$ cat config.mk
export PLATFORM = sky130hd
export DESIGN_NAME = c3po_cfg_regfile
export DESIGN_NICKNAME = d
export VERILOG_FILES = /design/src/rtl/c3po_cfg_regfile.sv
export SDC_FILE = /design/constraint.sdc
export NUM_CORES = 1
export LEC_CHECK = 0
export BUFFER_PORTS_ARGS = -buffer_cell sky130_fd_sc_hd__buf_2
export CAP_MARGIN = 20
export CORE_UTILIZATION = 48
export DETAILED_ROUTE_END_ITERATION = 10
export GPL_TIMING_DRIVEN = 0
export PLACE_DENSITY_LB_ADDON = 0.25
export RECOVER_POWER = 50
export SYNTH_ARGS = -nofsm -noshare
export SYNTH_HDL_FRONTEND = slang
export SYNTH_SLANG_ARGS = --single-unit
export TNS_END_PERCENT = 10
$ cat constraint.sdc
create_clock -name clk -period 1.8 [get_ports clk]
set_clock_uncertainty 0.1 [all_clocks]
set_input_delay 0.54 -clock clk [delete_from_list [all_inputs] [get_ports clk]]
set_output_delay 0.54 -clock clk [all_outputs]
set_load 0.02 [all_outputs]
$ cat src/rtl/c3po_cfg_regfile.sv
// ---------------------------------------------------------------------------
// c3po_cfg_regfile
//
// Per-port control/status register block for the C-3PO controllers. It
// decodes a simple req/rd_wr/addr host bus into PORTS_P identical register
// slices plus one global ID register. Every access gets a registered ack
// exactly one cycle after the request. The read data and the error response
// travel with that ack.
//
// Slice i occupies addresses ADDR_STRIDE_P*i + {0,1,2}:
//   +0 CTRL    (RW)  [0] enable, [7:4] port_id
//   +1 STATUS        [0] idle (live input), [1] err_sticky (write 1 to clear)
//   +2 ERR_CNT (RO)  saturating error-event counter, cleared by a read
// The ID register sits at PORTS_P*ADDR_STRIDE_P. All other addresses are
// unmapped. Accesses to them complete with resp_err=1 and read_val=0.
//
// Ports:
//   clk, reset_L        clock (rising edge) / asynchronous active-low reset
//   req, rd_wr, addr    access request, 1=read 0=write, word address
//   write_val           write data
//   read_val, ack       read data (0 unless ack) and one-cycle completion
//   resp_err            with ack: the access targeted an unmapped address
//   cfg_ctrl_err        per-port error level from the controllers
//   cfg_ctrl_idle       per-port idle level from the controllers
//   cfg_port_enable     per-port enable (CTRL[0])
//   cfg_port_id         per-port 4-bit ID (CTRL[7:4])
// ---------------------------------------------------------------------------
module c3po_cfg_regfile #(
  parameter int unsigned PORTS_P       = 4,
  parameter int unsigned ADDR_SIZE_P   = 6,
  parameter int unsigned ADDR_STRIDE_P = 4,
  parameter int unsigned ERR_CNT_W_P   = 8,
  parameter logic [7:0]  VERSION_P     = 8'h02
) (
  input  logic                     clk,
  input  logic                     reset_L,
  input  logic                     req,
  input  logic                     rd_wr,
  input  logic [ADDR_SIZE_P-1:0]   addr,
  input  logic [31:0]              write_val,
  output logic [31:0]              read_val,
  output logic                     ack,
  output logic                     resp_err,
  input  logic [PORTS_P-1:0]       cfg_ctrl_err,
  input  logic [PORTS_P-1:0]       cfg_ctrl_idle,
  output logic [PORTS_P-1:0]       cfg_port_enable,
  output logic [PORTS_P-1:0][3:0]  cfg_port_id
);

  localparam logic [ADDR_SIZE_P-1:0] ID_ADDR  = ADDR_SIZE_P'(PORTS_P * ADDR_STRIDE_P);
  localparam logic [31:0]            ID_VAL   = {16'hC3C0, 8'(PORTS_P), VERSION_P};
  localparam logic [ERR_CNT_W_P-1:0] CNT_MAX  = '1;
  localparam logic [ERR_CNT_W_P-1:0] CNT_ONE  = ERR_CNT_W_P'(1);

  // Qualified bus strobes
  logic rd_req;
  logic wr_req;
  assign rd_req = req & rd_wr;
  assign wr_req = req & ~rd_wr;

  // Per-slice address hits and read contributions. At most one hit is active
  // at a time, so the slice read data can simply be OR-combined.
  logic [PORTS_P-1:0]       hit_ctrl;
  logic [PORTS_P-1:0]       hit_stat;
  logic [PORTS_P-1:0]       hit_cnt;
  logic [PORTS_P-1:0][31:0] slice_rdata;
  logic                     hit_id;
  logic                     mapped;

  // Only CTRL[0], STATUS[1] and CTRL[7:4] are writable; the rest of the
  // write word is intentionally ignored.
  logic unused_write_bits;
  assign unused_write_bits = ^{write_val[31:8], write_val[3:2]};

  // -------------------------------------------------------------------------
  // Register slices
  // -------------------------------------------------------------------------
  for (genvar gi = 0; gi < PORTS_P; gi++) begin : g_slice
    localparam int unsigned BASE = gi * ADDR_STRIDE_P;

    logic                   enable_q;
    logic                   enable_d;
    logic [3:0]             id_q;
    logic [3:0]             id_d;
    logic                   sticky_q;
    logic                   sticky_d;
    logic [ERR_CNT_W_P-1:0] cnt_q;
    logic [ERR_CNT_W_P-1:0] cnt_d;
    logic                   err_prev_q;
    logic                   err_event;
    logic                   cnt_clr;
    logic                   sticky_clr;

    assign hit_ctrl[gi] = (addr == ADDR_SIZE_P'(BASE));
    assign hit_stat[gi] = (addr == ADDR_SIZE_P'(BASE + 1));
    assign hit_cnt[gi]  = (addr == ADDR_SIZE_P'(BASE + 2));

    // Rising edge of the error level, counted only while the port is
    // enabled. The enable used here is the pre-write value, so an error edge
    // coinciding with a disabling CTRL write still counts.
    assign err_event  = cfg_ctrl_err[gi] & ~err_prev_q & enable_q;
    assign cnt_clr    = rd_req & hit_cnt[gi];
    assign sticky_clr = wr_req & hit_stat[gi] & write_val[1];

    always_comb begin
      enable_d = enable_q;
      id_d     = id_q;
      if (wr_req && hit_ctrl[gi]) begin
        enable_d = write_val[0];
        id_d     = write_val[7:4];
      end

      // A new event beats a simultaneous write-1-to-clear.
      sticky_d = sticky_q;
      if (err_event) begin
        sticky_d = 1'b1;
      end else if (sticky_clr) begin
        sticky_d = 1'b0;
      end

      // A read returns the pre-event count; an event in the same cycle
      // leaves exactly one count behind.
      cnt_d = cnt_q;
      if (err_event) begin
        if (cnt_clr) begin
          cnt_d = CNT_ONE;
        end else if (cnt_q != CNT_MAX) begin
          cnt_d = cnt_q + CNT_ONE;
        end
      end else if (cnt_clr) begin
        cnt_d = '0;
      end
    end

    always_ff @(posedge clk or negedge reset_L) begin
      if (!reset_L) begin
        enable_q   <= 1'b0;
        id_q       <= 4'(gi);
        sticky_q   <= 1'b0;
        cnt_q      <= '0;
        err_prev_q <= 1'b0;
      end else begin
        enable_q   <= enable_d;
        id_q       <= id_d;
        sticky_q   <= sticky_d;
        cnt_q      <= cnt_d;
        err_prev_q <= cfg_ctrl_err[gi];
      end
    end

    assign slice_rdata[gi] = hit_ctrl[gi] ? {24'h0, id_q, 3'b000, enable_q} :
                             hit_stat[gi] ? {30'h0, sticky_q, cfg_ctrl_idle[gi]} :
                             hit_cnt[gi]  ? 32'(cnt_q) :
                                            32'h0;

    assign cfg_port_enable[gi] = enable_q;
    assign cfg_port_id[gi]     = id_q;
  end : g_slice

  // -------------------------------------------------------------------------
  // Global decode and registered response
  // -------------------------------------------------------------------------
  assign hit_id = (addr == ID_ADDR);
  assign mapped = hit_id | (|hit_ctrl) | (|hit_stat) | (|hit_cnt);

  logic [31:0] rdata_mux;
  logic        ack_d;
  logic        ack_q;
  logic        resp_err_d;
  logic        resp_err_q;
  logic [31:0] read_val_d;
  logic [31:0] read_val_q;

  always_comb begin
    rdata_mux = hit_id ? ID_VAL : 32'h0;
    for (int i = 0; i < int'(PORTS_P); i++) begin
      rdata_mux = rdata_mux | slice_rdata[i];
    end

    ack_d      = req;
    resp_err_d = req & ~mapped;
    // Data is only driven for mapped reads; writes and errors return 0.
    read_val_d = (rd_req && mapped) ? rdata_mux : 32'h0;
  end

  always_ff @(posedge clk or negedge reset_L) begin
    if (!reset_L) begin
      ack_q      <= 1'b0;
      resp_err_q <= 1'b0;
      read_val_q <= 32'h0;
    end else begin
      ack_q      <= ack_d;
      resp_err_q <= resp_err_d;
      read_val_q <= read_val_d;
    end
  end

  assign ack      = ack_q;
  assign resp_err = resp_err_q;
  assign read_val = read_val_q;

endmodule : c3po_cfg_regfile

After elaboration in Yosys (flattened, before gate mapping)
Index checks and enable logic that the tools add are counted.
{ "word_totals": {"regBits": 94} }
{ "op_classes": {"n_addsub": 4, "n_eq_ne": 16, "mux": 38, "bitwise": 36, "reduce_logical": 25} }
{ "op_table": {"columns": ["cell", "count"], "rows": [
  ["2-to-1 mux 8 bit", 28],
  ["OR 32 x 8 -> 32 bit", 4],
  ["2-to-1 mux 32 bit", 2],
  ["== test 6 x 4 -> 1 bit (second input constant)", 6],
  ["adder 8 x 1 -> 8 bit (second input constant)", 4],
  ["inequality test 8 bit (second input constant)", 4],
  ["nonzero test 2 bit", 12],
  ["bitwise AND 1 bit", 23],
  ["== test 6 x 3 -> 1 bit (second input constant)", 3],
  ["OR reduction 4 bit", 3],
  ["2-to-1 mux 1 bit", 8],
  ["AND reduction 2 bit", 4],
  ["== test 6 x 1 -> 1 bit (second input constant)", 1],
  ["== test 6 x 2 -> 1 bit (second input constant)", 1],
  ["== test 6 x 5 -> 1 bit (second input constant)", 1],
  ["logical NOT 6 bit", 1],
  ["inverter 1 bit", 6],
  ["logical AND 1 bit", 5],
  ["OR 1 bit", 3]
]} }

Longest topological paths before layout
{ "depth": {"word_depth": 9, "mapped_depth": 6, "mapped_depth_nobuf": 5} }

Worst setup path before layout
Ideal clock, no wire load.
{ "synth_path": {"kind": "input port to flip-flop", "startpoint": "input addr[3]", "endpoint": "register g_slice[0].enable_q", "arrival_time_ns": 1.880, "required_time_ns": 1.575, "slack_ns": -0.305, "path_stages": 5, "cell_sequence": "buf_6 or4_4 nor3_4 nand2_4 mux2_4"} }
{ "synth_via": {"elab_chain_cells": 2} }
{ "synth_lines": {"columns": ["element", "line", "source"], "rows": [
  ["start, declared", "39", "input logic [ADDR_SIZE_P-1:0] addr,"],
  ["logical NOT 6 bit", "94", "assign hit_ctrl[gi] = (addr == ADDR_SIZE_P'(BASE));"],
  ["logical AND 1 bit", "108", "if (wr_req && hit_ctrl[gi]) begin"],
  ["end signal, assigned", "143", "enable_q <= enable_d;"],
  ["end, declared", "81", "logic enable_q;"]
]} }
Every way passes these cells.
A chain may end at the register's enable or synchronous reset.

Worst setup path after layout
{ "layout_path": {"startpoint": "input addr[2]", "endpoint": "register g_slice[0].id_q[3]"} }
{ "layout_via": {"elab_chain_cells": 2} }
{ "layout_lines": {"columns": ["element", "line", "source"], "rows": [
  ["logical NOT 6 bit", "94", null],
  ["logical AND 1 bit", "108", null],
  ["end signal, assigned", "138", "id_q <= 4'(gi);"],
  ["end signal, assigned", "144", "id_q <= id_d;"],
  ["end, declared", "83", "logic [3:0] id_q;"]
]} }
Every way passes these cells.

==> insert_results.sql <==
INSERT INTO impl_metrics (metric_group, metric, value, unit) VALUES
('yosys', 'synthesis_warnings', '0', ''),
('yosys', 'post_synth_most_frequent_cells', 'dfrtp_1, mux2_2, buf_4, nand2_1, nor2_1', ''),
('routing', 'detailedRoute.firstPassIterationCount', '4', ''),
('floorplan', 'die-height', '93.3', 'µm'),
('setup_path', 'buffers_inverters_on_critical_path', '1', ''),
('cts', 'clkTransAtPathRegs', '0.08', 'ns'),
('global_route', 'first_global_vias', '2899', ''),
('cts', 'ctsHtreeMaxLevel', '3', ''),
('setup_path', 'crit_cells', '5', ''),
('timing', 'final_setup_violation_count', '6', ''),
('timing', 'maxClockFrequency', '0.532', 'GHz'),
('timing', 'layout_setup_ws', '-0.0785', 'ns'),
('yosys', 'yosys.area.top_type', 'dfrtp_1', ''),
('setup_path', 'crit_required', '1.94', 'ns'),
('global_route', 'grt_first_pass_wirelength', '14700', 'µm'),
('routing', 'drt-wirelength-per-cell', '16.5', 'µm'),
('cts', 'holdBufCountCts', '0', ''),
('setup_path', 'timing.critical_path.to', 'g_slice[0].id_q[3]', ''),
('run_status', 'violations', 'negative setup slack', ''),
('timing', 'relSlewSlack', '0.352', ''),
('routing', 'antenna_violating_nets_post_route', '0', ''),
('floorplan', 'floorplan.die_area', '0.00870', 'mm²'),
('routing', 'dr.first_iter.drc_count', '219', ''),
('yosys', 'synth_cell_types', '62', ''),
('finish', 'area_growth', '19.5', '%'),
('routing', 'post-route-drc-count', '0', ''),
('timing', 'tightestPinTransition', '0.971', 'ns'),
('yosys', 'synth-seq-cells', '71', ''),
('yosys', 'main_flop_type_after_synthesis', 'dfrtp_1', ''),
('placement', 'routability_congestion_estimate', '0.833', ''),
('global_route', 'grt_max_degree', '72', ''),
('power', 'powerDensity', '802', 'mW/mm²'),
('yosys', 'proportion_of_netlist_area_held_by_the_largest_area_contributor', '0.419', ''),
('routing', 'vias', '3176', ''),
('setup_path', 'reg2reg_from', 'g_slice[0].cnt_q[0]', ''),
('setup_path', 'ff2ff_setup_slack', '0.02', 'ns'),
('yosys', 'synth_edf_count', '0', ''),
('setup_path', 'crit_family', 'simple AND/OR/NAND/NOR gates', ''),
('run', 'cap_viol_max_count', '0', ''),
('yosys', 'ys_top_cells_by_area', 'dfrtp_1, mux2_2, buf_4', ''),
('setup_path', 'data_arrival_time_of_the_critical_path', '2.02', 'ns'),
('worst_hold_path', 'worst_hold_path_type', 'in -> reg', ''),
('finish', 'final_nets', '515', ''),
('setup_path', 'rr_endpoint', 'g_slice[0].cnt_q[5]', ''),
('cts', 'cts_sinks', '71', ''),
('routing', 'route.detailed.vias_per_inst', '5.59', ''),
('setup_path', 'cp_slowest_stage_delay', '0.57', 'ns'),
('cts', 'clock_latency', '0.35', 'ns'),
('placement', 'post-dp-hpwl', '6890', 'µm'),
('timing', 'tns', '-0.451', 'ns'),
('floorplan', 'effective_utilization_at_floorplan', '0.507', ''),
('timing', 'final.period_utilization', '1.04', ''),
('routing', 'routed_wirelength', '9390', 'µm'),
('global_route', 'global_route.usage.total', '0.222', ''),
('power', 'p_leak', '2.32', 'nW'),
('finish', 'drive_gt1_frac', '0.356', ''),
('placement', 'place.detailed.instances', '551', ''),
('placement', 'port-buffer-count', '57', ''),
('setup_path', 'category_of_the_worst_setup_path_launch_point', 'input pin', ''),
('cts', 'cts_tree', 'done', ''),
('floorplan', 'design.portCount', '104', ''),
('timing', 'final_hold_viol_count', '0', ''),
('timing', 'time_the_final_worst_path_needs_with_i_o_delays_and_setup', '1.88', 'ns'),
('cts', 'cts.path.max_buffers', '2', ''),
('floorplan', 'core_area', '0.00789', 'mm²'),
('yosys', 'async_flop_share', '1.00', ''),
('setup_path', 'setup.worst_path.end_class', 'flop', ''),
('run_status', 'outcome', 'complete, but fails checks', ''),
('yosys', 'mappedNetlistArea', '0.00400', 'mm²'),
('floorplan', 'placement_rows', '32', ''),
('global_route', 'grt_overflow', '0', '');
## state kept, by name, summed over array words and instances (netlist names)
signal	flops
g_slice.enable_q	4
g_slice.sticky_q	4
resp_err	1
ack	1
g_slice.id_q	16
g_slice.err_prev_q	4
g_slice.cnt_q	32
read_val	9
## worst min path at each step
stage	from	end	depth (start not counted)
floorplan	reset_L	ack	0
global placement	g_slice[2].sticky_q	g_slice[2].sticky_q	1
detailed placement	g_slice[2].sticky_q	g_slice[2].sticky_q	1
CTS	cfg_ctrl_err[1]	g_slice[1].err_prev_q	1
global route	cfg_ctrl_err[1]	g_slice[1].err_prev_q	1
finish	cfg_ctrl_err[1]	g_slice[1].err_prev_q	1
## routing by layer
| layer | GRT usage | vias to the layer above | routed length (µm) |
|---|---|---|---|
| met3 | 0.0472 | 20 | 453 |
| met2 | 0.349 | 98 | 4510 |
| met4 | 0.0859 | 0 | 184 |
| met1 | 0.301 | 1529 | 4240 |
| li1 | - | 1529 | - |
| met5 | 0 | - | 0 |
## metrics by stage
| stage | util | instance area, µm² | power (W) | setup WS [ns] | hold WS, ns |
|---|---|---|---|---|---|
| CTS | 0.599 | 4730 | 0.00384 | -0.0516 | 0.198 |
| detailed placement | 0.568 | 4480 | 0.00248 | -0.434 | 0.368 |
| floorplan | - | 4060 | 0.00227 | -0.302 | 0.144 |
| global route | 0.606 | 4780 | 0.00400 | -0.108 | 0.200 |
| finish | 0.606 | 4780 | 0.00383 | -0.0785 | 0.208 |
| global placement | 0.568 | 4480 | 0.00246 | -0.430 | 0.361 |
## cell type report
cell class                 count  area, µm²  area share
timing repair buffer          60        312      0.0652
tap                          102        128      0.0267
buffer                        37        273      0.0571
inverter                       5       18.8     0.00393
sequential                    71       1780       0.373
clock buffer                   9        124      0.0259
multi-input combinational    277       2050       0.430
clock inverter                 7       87.6      0.0183
## what timing repair did
item	4_1_cts	5_1_grt
pin swaps	1	0
endpoints found under the setup margin	25	42
buffers inserted	2	1
gates resized for setup	9	17
## power by group
| group | switching, W | internal, W |
|---|---|---|
| Combinational | 0.000301 | 0.000270 |
| Sequential | 0.000150 | 0.00174 |
| Clock | 0.000602 | 0.000770 |
## cells by family after synthesis
logic type | after synthesis | synth area share
adders and majority gates | 4 | 0.0125
AOI/OAI and AO/OA | 77 | 0.138
DFF | 71 | 0.445
buffers and inverters | 44 | 0.0698
and+or+nand+nor | 130 | 0.193
xor gates and xnor gates | 9 | 0.0197
muxes | 40 | 0.121
other | 1 | 0.000937
## placed cells by master, fill, tap and decap left out, drive strengths merged, types with 4 or more instances in the layout
cell type	count
a211oi	4
a21o	4
a21oi	11
a22o	4
a22oi	9
a31oi	7
and2	5
and3	8
and3b	5
buf	85
clkbuf	21
clkinv	4
conb	17
dfrtp	67
dfstp	4
ha	4
inv	5
mux2	33
mux2i	5
nand2	28
nand3	9
nand3b	10
nor2	21
nor2b	9
nor3	9
o211ai	7
o21ai	7
o31ai	6
or4	6
xor2	6
Power figures use the tool's default switching activity.
